--- src/rtl/sat_pkg.sv ---
// Types and constants shared by the SAT datapath blocks (trace_table, backtrack_unit).
// The trace entry layout must stay identical to the one trace_table stores.
package sat_pkg;

  localparam int SAT_VAR_IDX_MSB = 8;
  localparam int VAR_W           = SAT_VAR_IDX_MSB + 1;

  localparam logic TRACE_DECISION = 1'b0;
  localparam logic TRACE_FORCED   = 1'b1;

  typedef struct packed {
    logic             t_type;
    logic             val;
    logic [VAR_W-1:0] variable;
  } trace_entry_t;

  typedef enum logic [2:0] {
    ST_IDLE      = 3'd0,
    ST_POP_REQ   = 3'd1,
    ST_POP_WAIT  = 3'd2,
    ST_UNASSIGN  = 3'd3,
    ST_FLIP      = 3'd4,
    ST_PUSH_REQ  = 3'd5,
    ST_PUSH_WAIT = 3'd6,
    ST_FINISH    = 3'd7
  } bt_state_t;

endpackage

--- src/rtl/backtrack_unit.sv ---
// Conflict backtrack controller: pops the trace to the latest decision, unassigns forced
// variables on the way, flips the decision and re-pushes it as forced; reports UNSAT on empty.
module backtrack_unit
  import sat_pkg::*;
#(
  parameter  int NUM_VARIABLE     = 128,
  parameter  int VARIABLE_INDEXES = 8,
  localparam int CNT_W            = $clog2(NUM_VARIABLE + 2)
) (
  input  logic                      clk,
  input  logic                      reset,
  input  logic                      start,
  output logic                      busy,
  output logic                      done,
  output logic                      unsat,
  output logic [CNT_W-1:0]          pop_count,
  output logic                      tt_pop,
  output logic                      tt_push,
  output logic                      tt_type,
  output logic                      tt_val,
  output logic [VARIABLE_INDEXES:0] tt_variable,
  input  logic                      tt_type_in,
  input  logic                      tt_val_in,
  input  logic [VARIABLE_INDEXES:0] tt_variable_in,
  input  logic                      tt_empty,
  input  logic                      tt_done,
  output logic                      va_we,
  output logic [VARIABLE_INDEXES:0] va_variable,
  output logic                      va_assigned,
  output logic                      va_val
);

  bt_state_t                 r_state, w_state_next;
  trace_entry_t              r_entry, w_entry_next;
  logic [CNT_W-1:0]          r_pop_count, w_pop_count_next;
  logic                      r_unsat, w_unsat_next;
  logic                      r_busy, r_done, r_tt_pop, r_tt_push, r_tt_type, r_tt_val;
  logic                      w_busy, w_done, w_tt_pop, w_tt_push, w_tt_type, w_tt_val;
  logic [VARIABLE_INDEXES:0] r_tt_variable, w_tt_variable;
  logic                      r_va_we, r_va_assigned, r_va_val;
  logic                      w_va_we, w_va_assigned, w_va_val;
  logic [VARIABLE_INDEXES:0] r_va_variable, w_va_variable;

  // Next state plus next output values; outputs are computed one cycle ahead so they register cleanly.
  always_comb begin
    w_state_next     = r_state;
    w_entry_next     = r_entry;
    w_pop_count_next = r_pop_count;
    w_unsat_next     = r_unsat;
    w_done           = 1'b0;
    w_tt_pop         = 1'b0;
    w_tt_push        = 1'b0;
    w_tt_type        = 1'b0;
    w_tt_val         = 1'b0;
    w_tt_variable    = '0;
    w_va_we          = 1'b0;
    w_va_variable    = '0;
    w_va_assigned    = 1'b0;
    w_va_val         = 1'b0;
    case (r_state)
      ST_IDLE: begin
        if (start) begin
          w_state_next     = ST_POP_REQ;
          w_pop_count_next = '0;
          w_unsat_next     = 1'b0;
          w_tt_pop         = 1'b1;
        end else begin
          w_state_next = ST_IDLE;
        end
      end
      ST_POP_REQ: w_state_next = ST_POP_WAIT;
      ST_POP_WAIT: begin
        if (tt_done && tt_empty) begin
          w_state_next = ST_FINISH;
          w_unsat_next = 1'b1;
          w_done       = 1'b1;
        end else if (tt_done) begin
          w_entry_next = '{t_type: tt_type_in, val: tt_val_in, variable: tt_variable_in};
          if (r_pop_count != {CNT_W{1'b1}}) begin
            w_pop_count_next = r_pop_count + CNT_W'(1);
          end else begin
            w_pop_count_next = r_pop_count;
          end
          w_va_we       = 1'b1;
          w_va_variable = tt_variable_in;
          if (tt_type_in == TRACE_FORCED) begin
            w_state_next = ST_UNASSIGN;
          end else begin
            w_state_next  = ST_FLIP;
            w_va_assigned = 1'b1;
            w_va_val      = ~tt_val_in;
          end
        end else begin
          w_state_next = ST_POP_WAIT;
        end
      end
      ST_UNASSIGN: begin
        w_state_next = ST_POP_REQ;
        w_tt_pop     = 1'b1;
      end
      ST_FLIP: begin
        w_state_next  = ST_PUSH_REQ;
        w_tt_push     = 1'b1;
        w_tt_type     = TRACE_FORCED;
        w_tt_val      = ~r_entry.val;
        w_tt_variable = r_entry.variable;
      end
      ST_PUSH_REQ: begin
        w_state_next  = ST_PUSH_WAIT;
        w_tt_type     = r_tt_type;
        w_tt_val      = r_tt_val;
        w_tt_variable = r_tt_variable;
      end
      ST_PUSH_WAIT: begin
        // Pushed fields stay stable until trace_table acknowledges.
        if (tt_done) begin
          w_state_next = ST_FINISH;
          w_done       = 1'b1;
        end else begin
          w_state_next  = ST_PUSH_WAIT;
          w_tt_type     = r_tt_type;
          w_tt_val      = r_tt_val;
          w_tt_variable = r_tt_variable;
        end
      end
      ST_FINISH: w_state_next = ST_IDLE;
      default:   w_state_next = ST_IDLE;
    endcase
    w_busy = (w_state_next != ST_IDLE);
  end

  // State, capture register, counters and registered outputs.
  always_ff @(posedge clk) begin
    if (reset) begin
      r_state       <= ST_IDLE;
      r_entry       <= '0;
      r_pop_count   <= '0;
      r_unsat       <= 1'b0;
      r_busy        <= 1'b0;
      r_done        <= 1'b0;
      r_tt_pop      <= 1'b0;
      r_tt_push     <= 1'b0;
      r_tt_type     <= 1'b0;
      r_tt_val      <= 1'b0;
      r_tt_variable <= '0;
      r_va_we       <= 1'b0;
      r_va_variable <= '0;
      r_va_assigned <= 1'b0;
      r_va_val      <= 1'b0;
    end else begin
      r_state       <= w_state_next;
      r_entry       <= w_entry_next;
      r_pop_count   <= w_pop_count_next;
      r_unsat       <= w_unsat_next;
      r_busy        <= w_busy;
      r_done        <= w_done;
      r_tt_pop      <= w_tt_pop;
      r_tt_push     <= w_tt_push;
      r_tt_type     <= w_tt_type;
      r_tt_val      <= w_tt_val;
      r_tt_variable <= w_tt_variable;
      r_va_we       <= w_va_we;
      r_va_variable <= w_va_variable;
      r_va_assigned <= w_va_assigned;
      r_va_val      <= w_va_val;
    end
  end

  assign busy        = r_busy;
  assign done        = r_done;
  assign unsat       = r_unsat;
  assign pop_count   = r_pop_count;
  assign tt_pop      = r_tt_pop;
  assign tt_push     = r_tt_push;
  assign tt_type     = r_tt_type;
  assign tt_val      = r_tt_val;
  assign tt_variable = r_tt_variable;
  assign va_we       = r_va_we;
  assign va_variable = r_va_variable;
  assign va_assigned = r_va_assigned;
  assign va_val      = r_va_val;

endmodule

--- config.mk ---
export PLATFORM = sky130hd
export DESIGN_NAME = backtrack_unit
export DESIGN_NICKNAME = d
export VERILOG_FILES = /design/src/rtl/sat_pkg.sv /design/src/rtl/backtrack_unit.sv
export SDC_FILE = /design/constraint.sdc
export NUM_CORES = 1
export LEC_CHECK = 0
export ABC_AREA = 0
export CAP_MARGIN = 30
export CORE_ASPECT_RATIO = 0.75
export CORE_MARGIN = 10
export CORE_UTILIZATION = 35
export CTS_BUF_LIST = sky130_fd_sc_hd__clkbuf_16
export CTS_CLUSTER_DIAMETER = 60
export CTS_CLUSTER_SIZE = 24
export DETAILED_ROUTE_END_ITERATION = 10
export GPL_TIMING_DRIVEN = 1
export SLEW_MARGIN = 10
export SYNTH_ARGS = -nofsm -noshare
export SYNTH_HDL_FRONTEND = slang
export SYNTH_SLANG_ARGS = --single-unit
export TNS_END_PERCENT = 5
--- constraint.sdc ---
create_clock -name clk -period 1.8 [get_ports clk]
set_input_delay 0.36 -clock clk [delete_from_list [all_inputs] [get_ports clk]]
set_output_delay 0.36 -clock clk [all_outputs]
set_load 0.005 [all_outputs]
Word level (Yosys, flattened, before mapping)
Index checks and enable logic that the tools add are counted.
{ "word_totals": {"regBits": 49, "input_bits": 16, "output_inout_bits": 36, "word_cells": 74} }
{ "classes": {"add_sub_neg": 1, "n_eq_ne": 14, "n_mux": 26, "bitwise": 6, "n_reduce_logical": 11} }
{ "op_table": {"columns": ["cell", "count"], "rows": [
  ["$mux 8", 4],
  ["$pmux 9 s3", 1],
  ["$pmux 3 s8", 1],
  ["$pmux 8 s2", 1],
  ["$eq 3x3->1 const B", 4],
  ["$ne 2x2->1 const B", 6],
  ["$mux 1", 10],
  ["$mux 3", 3],
  ["$mux 9", 1],
  ["$add 8x1->8 const B", 1],
  ["$ne 8x8->1 const B", 1],
  ["$eq 3x2->1 const B", 2],
  ["$not 1->1", 6],
  ["$pmux 1 s2", 3],
  ["$pmux 1 s3", 2],
  ["$reduce_and 3->1", 2],
  ["$reduce_and 5->1", 1],
  ["$reduce_or 5->1", 1],
  ["$reduce_or 4->1", 1],
  ["$eq 3x1->1 const B", 1],
  ["$logic_not 3->1", 1],
  ["$reduce_bool 3->1", 1],
  ["$reduce_or 3->1", 1],
  ["$reduce_and 2->1", 1],
  ["other kinds (2)", 2]
]} }

Longest topological paths before layout
Gate-level depths: netlist (run 1).
{ "depth": {"depth_word": 5, "mapped_depth": 6, "depth_no_buf": 5} }

Least setup slack after synthesis (run 1)
No wires, ideal clock.
{ "synth_path": {"path_type": "reg2reg", "startpoint": "register r_pop_count[0], in the netlist pop_count[0]", "endpoint": "register r_pop_count[1], in the netlist pop_count[1]", "setup_ns": 0.124, "t_arrival_ns": 1.292, "required_ns": 1.676, "slack_ns": 0.384, "path_stages_with_launch": 6, "path_buffers": 0, "synth_period_minus_slack_ns": 1.416, "path_cell_list": "dfxtp_1 > ha_1 > nand4_1 > o211ai_1 > o21ai_0 > mux2i_1"} }
{ "synth_via": {"elab_chain_len": 5, "word_cells_on_any_way": 8, "classes_between": "add/sub: 1; eq/ne: 2; mux: 4; reduce/logical: 1"} }
{ "synth_rtl": {"columns": ["element", "line_no", "rtl"], "rows": [
  ["from (decl)", "backtrack_unit.sv:35", "logic [CNT_W-1:0] r_pop_count, w_pop_count_next;"],
  ["from (signal assigned)", "backtrack_unit.sv:153", "r_pop_count <= w_pop_count_next;"],
  ["$add 8x1->8", "backtrack_unit.sv:80", "w_pop_count_next = r_pop_count + CNT_W'(1);"],
  ["$mux 8", "backtrack_unit.sv:79", "if (r_pop_count != {CNT_W{1'b1}}) begin"],
  ["$mux 8", "backtrack_unit.sv:77", "end else if (tt_done) begin"],
  ["$mux 8", "backtrack_unit.sv:73", "if (tt_done && tt_empty) begin"],
  ["$pmux 8 s2", "backtrack_unit.sv:60", "case (r_state)"]
]} }
Several ways; a longest one is shown, not always the timed one. The select of a mux whose other input is x is not followed.
A chain may end at the register's enable or synchronous reset.

Final worst setup path (run 1)
{ "layout_path": {"startpoint": "register r_pop_count[7], in the netlist pop_count[7]", "endpoint": "output pop_count[7]"} }
{ "layout_lines": {"columns": ["element", "line_no", "rtl"], "rows": [
  ["to (decl)", "backtrack_unit.sv:16", "output logic [CNT_W-1:0] pop_count,"]
]} }
No word-level cell between the ends.

==> results of run 1 <==
==> through the flow <==
stage / setup WS [ns] / TNS, ns / instances / util
CTS: 0.07761 / 0 / 311 / 0.5275
global route: 0.05636 / 0 / 313 / 0.5318
detailed placement: -0.1727 / -3.208 / 303 / 0.4980
finish: 0.1684 / 0 / 313 / 0.5318
floorplan: 0.3842 / 0 / 185 / -
global placement: -0.1454 / -2.663 / 303 / 0.4980
==> area by class of cell <==
type | count | area (µm²) | area share
sequential | 49 | 980.9 | 0.3723
multi-input combinational | 120 | 760.7 | 0.2887
timing repair buffer | 69 | 645.6 | 0.2450
clock buffer | 5 | 125.1 | 0.04748
tap | 60 | 75.07 | 0.02849
inverter | 7 | 26.28 | 0.009971
clock inverter | 3 | 21.27 | 0.008072
==> power by group through the flow <==
stage / Combinational, mW / Clock [mW] / Sequential, mW
2_1_floorplan: 0.107 / 0 / 1.15
3_3_place_gp: 0.205 / 0 / 1.16
3_5_place_dp: 0.204 / 0 / 1.16
4_1_cts: 0.205 / 0.949 / 1.13
5_1_grt: 0.228 / 0.982 / 1.14
6_report: 0.206 / 0.923 / 1.13
==> cell usage in the layout, fill, tap and decap left out, drive strengths merged, types with 5 or more instances in the layout <==
cell / count
dfxtp: 49
a22o: 10
a21oi: 16
nand2: 27
buf: 17
nand3: 5
clkbuf: 6
clkdlybuf4s50: 51
and2: 10
nand2b: 7
inv: 8
a31oi: 6
nor2: 5
o21ai: 5
==> routing by layer <==
metal  GRT usage  share of wire  up-vias
li1            -              -      790
met1      0.1438           0.50      688
met2      0.1630           0.41       49
met3     0.03734          0.084        4
met4     0.03324         0.0064        0
met5           0              0        -
==> what timing repair did <==
item / 4_1_cts / 5_1_grt
endpoints found under the hold margin: 0 / 0
hold buffers: 0 / 0
endpoints found under the setup margin: 0 / 16
setup buffers: 0 / 1
resized for setup: 0 / 1
==> logic make-up (layout without fill, tap and decap cells) <==
logic type	count (synthesis)	after routing
and+or+nand+nor	68	68
AOI/OAI and AO/OA	50	50
DFF	49	49
muxes	1	1
buffers and inverters	16	84
adders and majority gates	1	1
==> registers in the layout (all words and copies together), names as in the netlist <==
signal and cells:
tt_val 1, r_entry 10, tt_type 1, va_variable 9
tt_push 1, va_val 1, va_we 1, done 1
tt_variable 9, va_assigned 1, pop_count 8, tt_pop 1
unsat 1, busy 1, r_state 3
==> worst paths after layout <==
check                      end  slack, ns  cells past startpoint
setup / recovery  pop_count[7]       0.17                      1
hold / removal         tt_type       0.45                      1
setup reg to reg  pop_count[3]       0.22                      6
hold reg to reg        tt_type       0.45                      1
==> metrics.md, run 1 <==
| Metric | Value |
|---|---|
| Hold Startpoint | tt_type |
| Top Ports | 52 |
| CTS tree | yes |
| Clock Skews | 0.003700 ns |
| EDFF count, synth | 0 |
| First-pass GRT wire length | 7251 µm |
| Placed Area | 0.002467 mm² |
| TritonCTS Sinks | 49 |
| Hpwl dp | 3449 µm |
| Peak Freq | 0.6129 GHz |
| Total Nets Final | 269 |
| Vias/cell | 4.891 |
| Gr ovfl total | 0 |
| Hold Slack | 0.4550 ns |
| CTS root buf | clkbuf_16 |
| Die ar. | 0.008511 mm² |
| Total power | 2.264 mW |
| WP buf/inv | 1 |
| Share of layout cells above drive strength 1 | 0.1344 |
| Synth top area cells | dfxtp_1 54%, nand2_1 5.6%, a22o_1 4.8% |
| Main synth FF type | dfxtp_1 |
| Reg power frac | 0.501 |
| Synth Area in Adders | 0.006878 |
| Cell Rows | 22 |
| Tcrit/Tclk final | 0.9064 |
| Final WL | 4549 µm |
| Syn Inst Count | 185 |
| Die Height | 82.44 µm |
| Unrepaired setup endpoints after global routing | false |
| CP startpoint | pop_count[7] |
| Synth Area in Compound Gates | 0.1864 |
| Most frequent cell after synthesis | dfxtp_1 |
| Number of global-route vias before repair | 1423 |
| Yosys Warn Count | 0 |
| Core Area | 0.004955 mm² |
| Design area | 0.002635 mm² |
| Clock-pin slew on the worst setup and hold paths | 0.06 ns |
| Top cell type's share of synthesized area | 0.5392 |
| Die X | 103.3 µm |
| Syn Area/Cell | 9.834 µm² |
| Fin. Hold Viols | 0 |
| Largest net degree at the start of global routing | 17 |
| Status | finished clean |
| Combinational power share | 0.091 |
| Netlist cell types | 39 |
| Kind of critical path | register to output pin |
| PortBufs | 51 |
| Power Internal | 1.738 mW |
| Cell Chain, Critical Path | clkdlybuf4s50_1 |
| Vias | 1531 |
| 1st-iter DRT viols | 58 |
| Post-synth top cells | 49 x dfxtp_1, 27 x nand2_1, 16 x a21oi_1, 10 x a22o_1, 10 x and2_1 |
| Wire per inst | 14.53 µm |
| Worst Path Max Fanout | 5 |
| # diodes | 0 |
| Fin crit period | 1.632 ns |
| Simple-gate share of the synthesized area | 0.2160 |
| CP top delay family | buffers and inverters |
| Xor/xnor share of the synthesized area | 0 |
| Biggest area consumer among synthesized cells | dfxtp_1 |
| Tightest Pin Transition | 0.4602 ns |
| Worst rel slew slack | 0.6922 |
| Flop and latch count out of synthesis | 49 |
| CTS Buf Count | 5 |
| FF-to-FF Start | pop_count[0] |
| MaxCap Viol Count | 0 |
| CP Capture Type | output pin |
| Max rail drop VDD | 0.0003480 V |
| Post-Syn Nets | 202 |
| Arr. time, crit path | 1.27 ns |
| Slowest-stage cell, CP | clkdlybuf4s50_1 |
| Final ANT Viol Nets | 0 |
| Clk buf depth | 2 |
| Final number of setup-violating endpoints | 0 |
| Clock Power Share | 0.408 |
| Sw Ratio | 0.2324 |
| Synth-to-Final Area Change | 44.84% |
| Synth Cell Area | 0.001819 mm² |
| Clock latency on the worst-skew pair | 0.29 ns |
| Initial antenna violation count | 0 |
| P_sw | 0.5262 mW |
| Max-slew violations | 0 |
| Worst EP required | 1.44 ns |
| Crit start category | register |
| Residual DRC | 0 |
| Power Density | 859.2 mW/mm² |
| Post-synthesis mux area share | 0.005502 |
| Worst min path class | register to register |
| Fillers | 452 |
| RePlAce Congestion | 0.7872 |
| Drt pass-1 iters | 4 |
| Max H-tree Level | 2 |
| Initial Util | 0.3672 |
| Largest family of logic cells by synthesized area | simple AND/OR/NAND/NOR gates |
| Seq/Total Area, Yosys | 0.5392 |
| P_leak | 1.001 nW |
| Share of synthesized registers carrying an async set or reset | 0 |
| Critical Path Max Stage Delay | 0.55 ns |
| GRT Resource Usage Total | 0.1085 |
No activity file was read; power rests on OpenSTA's default activity.
==> run 2: changes to the inputs <==
--- a/config.mk
+++ b/config.mk
@@ -6,6 +6,7 @@
 export NUM_CORES = 1
 export LEC_CHECK = 0
 export ABC_AREA = 0
+export ABC_CLOCK_PERIOD_IN_PS = 1800
 export CAP_MARGIN = 30
 export CORE_ASPECT_RATIO = 0.75
 export CORE_MARGIN = 10
==> results of run 2 <==
No change in the layout: final DEF, timing and power equal those of run 1.
==> run 3: changes to the inputs <==
--- a/config.mk
+++ b/config.mk
@@ -15,6 +15,7 @@
 export CTS_CLUSTER_DIAMETER = 60
 export CTS_CLUSTER_SIZE = 24
 export DETAILED_ROUTE_END_ITERATION = 10
+export DONT_BUFFER_PORTS = 1
 export GPL_TIMING_DRIVEN = 1
 export SLEW_MARGIN = 10
 export SYNTH_ARGS = -nofsm -noshare
==> run 3 against run 2 <==
  * Sequential share of layout area is 11 points higher
  * Clock skew is 0.00061 ns lower
  * Critical path depth grew 5
  * Worst setup slack gained 0.041 ns
  * Via count decreased by 13%
  * Largest power group unchanged
  * Highest routed layer unchanged
  * Critical endpoint is now pop_count[5]
  * Worst hold slack lost 0.31 ns
==> metrics.md, run 3 (synthesized netlist as in run 1, its figures left out) <==
| Metric | Value |
|---|---|
| Status | finished clean (unchanged) |
| Commonest non-fill, non-tap cell in the layout | dfxtp_1 (was clkdlybuf4s50_1) |
| Slowest-stage cell, CP | dfxtp_1 (was clkdlybuf4s50_1) |
| Fillers | 502 (was 452) |
| Total power | 2.166 mW (was 2.264 mW) |
| TritonCTS Sinks | 49 (unchanged) |
| 1st-iter DRT viols | 78 (was 58) |
| Final number of setup-violating endpoints | 0 (unchanged) |
| TNS Setup | 0 ns (unchanged) |
| CTS root buf | clkbuf_16 (unchanged) |
| Combinational power share | 0.049 (was 0.091) |
| # diodes | 0 (unchanged) |
| WP buf/inv | 1 (unchanged) |
| MaxCap Viol Count | 0 (unchanged) |
| CP startpoint | pop_count[0] (was pop_count[7]) |
| WP depth | 6 (was 1) |
| Crit start category | register (unchanged) |
| Tightest Pin Transition | 0.4367 ns (was 0.4602 ns) |
| Fin. Hold Viols | 0 (unchanged) |
| Core Area | 0.004955 mm² (unchanged) |
| Hold-fix buffers, CTS | 0 (unchanged) |
| RePlAce Congestion | 0.8942 (was 0.7872) |
| Critical Path Max Stage Delay | 0.41 ns (was 0.55 ns) |
| Most frequent cells in the layout | 49 x dfxtp_1, 27 x nand2_1, 16 x a21oi_1 (was 51 x clkdlybuf4s50_1, 49 x dfxtp_1, 27 x nand2_1) |
| Die X | 103.3 µm (unchanged) |
| CP top delay family | compound AO/OA/AOI/OAI gates (was buffers and inverters) |
| Wire per inst | 16.85 µm (was 14.53 µm) |
| Vias/cell | 5.277 (was 4.891) |
| Vias | 1335 (was 1531) |
| Post-place setup slack | 0.1434 ns (was -0.1727 ns) |
| Top Ports | 52 (unchanged) |
| Reg power frac | 0.526 (was 0.501) |
| Clock-pin slew on the worst setup and hold paths | 0.06 ns (about the same) |
| Worst Path Max Fanout | 5 (unchanged) |
| Power Internal | 1.678 mW (was 1.738 mW) |
| Residual DRC | 0 (unchanged) |
| Initial antenna violation count | 0 (unchanged) |
| Worst R2R Setup Slack | 0.21 ns (was 0.22 ns) |
| Critical R2R Capture | pop_count[5] (was pop_count[3]) |
| P_leak | 0.7700 nW (was 1.001 nW) |
| First-pass GRT wire length | 6741 µm (was 7251 µm) |
| Final ANT Viol Nets | 0 (unchanged) |
| CTS Buf Count | 5 (unchanged) |
| Worst rel slew slack | 0.7085 (was 0.6922) |
| Final core utilization | 0.4146 (was 0.5318) |
| Arr. time, crit path | 1.79 ns (was 1.27 ns) |
| Gr ovfl total | 0 (unchanged) |
| Crit path to | pop_count[5] (was pop_count[7]) |
| CP Capture Type | register (was output pin) |
| Worst min path class | input port to register (was register to register) |
| Drt pass-1 iters | 4 (unchanged) |
| Largest reg by FF count | r_entry (unchanged) |
| Cell Chain, Critical Path | ha_1, nand4_1, o211ai_1, buf_4, nand2_1, a22oi_1 (was clkdlybuf4s50_1) |
| Clock latency on the worst-skew pair | 0.28 ns (was 0.29 ns) |
| Power Density | 1054 mW/mm² (was 859.2 mW/mm²) |
| Die ar. | 0.008511 mm² (unchanged) |
| Total Nets Final | 209 (was 269) |
| Initial Util | 0.3672 (unchanged) |
| Clock Skews | 0.003090 ns (was 0.003700 ns) |
| P_sw | 0.4877 mW (was 0.5262 mW) |
| R2R depth | 6 (unchanged) |
| Cell Rows | 22 (unchanged) |
| Unrepaired setup endpoints after global routing | false (unchanged) |
| Sw Ratio | 0.2252 (was 0.2324) |
| Hpwl dp | 3226 µm (was 3449 µm) |
| Max-slew violations | 0 (unchanged) |
| Kind of critical path | register to register (was register to output pin) |
| Max rail drop VDD | 0.0003849 V (was 0.0003480 V) |
| CTS tree | yes (unchanged) |
| PortBufs | 0 (was 51) |
| Final WL | 4264 µm (was 4549 µm) |
| Peak Freq | 0.6286 GHz (was 0.6129 GHz) |
| GRT Resource Usage Total | 0.1016 (was 0.1085) |
| Setup bufs post-CTS | 0 (unchanged) |
| FF-to-FF Start | pop_count[0] (unchanged) |
| Clk buf depth | 2 (unchanged) |
| Largest net degree at the start of global routing | 24 (was 17) |
| Max H-tree Level | 2 (unchanged) |
| Tcrit/Tclk final | 0.8838 (was 0.9064) |
| Fin crit period | 1.591 ns (was 1.632 ns) |
| PostCTS Resize Cnt | 0 (unchanged) |
| Share of layout cells above drive strength 1 | 0.1295 (was 0.1344) |
| Max FFs per register | 10 (unchanged) |
| Die Height | 82.44 µm (unchanged) |
| Number of global-route vias before repair | 1271 (was 1423) |
| Hold Slack | 0.1414 ns (was 0.4550 ns) |
| Synth-to-Final Area Change | 12.93% (was 44.84%) |
| Final WS setup | 0.2091 ns (was 0.1684 ns) |
| Worst EP required | 2.00 ns (was 1.44 ns) |
| Clock Power Share | 0.425 (was 0.408) |
run 3: changes by cell type in the layout (fill, tap and decap cells not counted), sizes merged:
cell,before,now
clkdlybuf4s50,51,0
clkbuf,6,5
buf,17,9
run 3: layout make-up:
| cell class | count | area [µm²] | share of cell area |
|---|---|---|---|
| Inverter | 7 | 26.28 | 0.01279 |
| Multi-Input combinational cell | 120 | 754.5 | 0.3672 |
| Timing Repair Buffer | 9 | 67.56 | 0.03289 |
| Sequential cell | 49 | 980.9 | 0.4775 |
| Clock buffer | 5 | 125.1 | 0.06090 |
| Tap cell | 60 | 75.07 | 0.03654 |
| Clock inverter | 3 | 25.02 | 0.01218 |
run 3: power groups by stage:
stage | clock network (mW) | registers [mW] | logic (mW)
final | 0.922 | 1.14 | 0.105
after floorplan | 0 | 1.15 | 0.107
after detailed placement | 0 | 1.16 | 0.103
after global routing | 1.01 | 1.14 | 0.119
after global placement | 0 | 1.16 | 0.104
after CTS | 0.954 | 1.14 | 0.104
run 3: worst min path at each step:
| stage | depth (start not counted) | slack, ns | endpoint | start |
|---|---|---|---|---|
| 6_report | 1 | 0.14 | va_val | tt_val_in |
| 5_1_grt | 1 | 0.13 | r_entry[9] | reset |
| 4_1_cts | 1 | 0.13 | r_entry[9] | reset |
| 3_5_place_dp | 1 | 0.43 | va_val | tt_val_in |
| 3_3_place_gp | 1 | 0.43 | va_val | tt_val_in |
| 2_1_floorplan | 1 | 0.43 | va_val | tt_val_in |
run 3: per-stage QoR:
stage                     instance area [µm²]  std cells
after global placement                   1889        243
after global routing                     2054        253
after CTS                                2039        251
final                                    2054        253
after detailed placement                 1889        243
after floorplan                          1819        185
run 3: per-layer routing:
metal	track usage	routed length [µm]	vias to the layer above
met2	0.1535	1834	48
met1	0.1295	1944	618
met3	0.04647	475	2
met5	0	0	-
li1	-	-	667
met4	0.02493	10	0
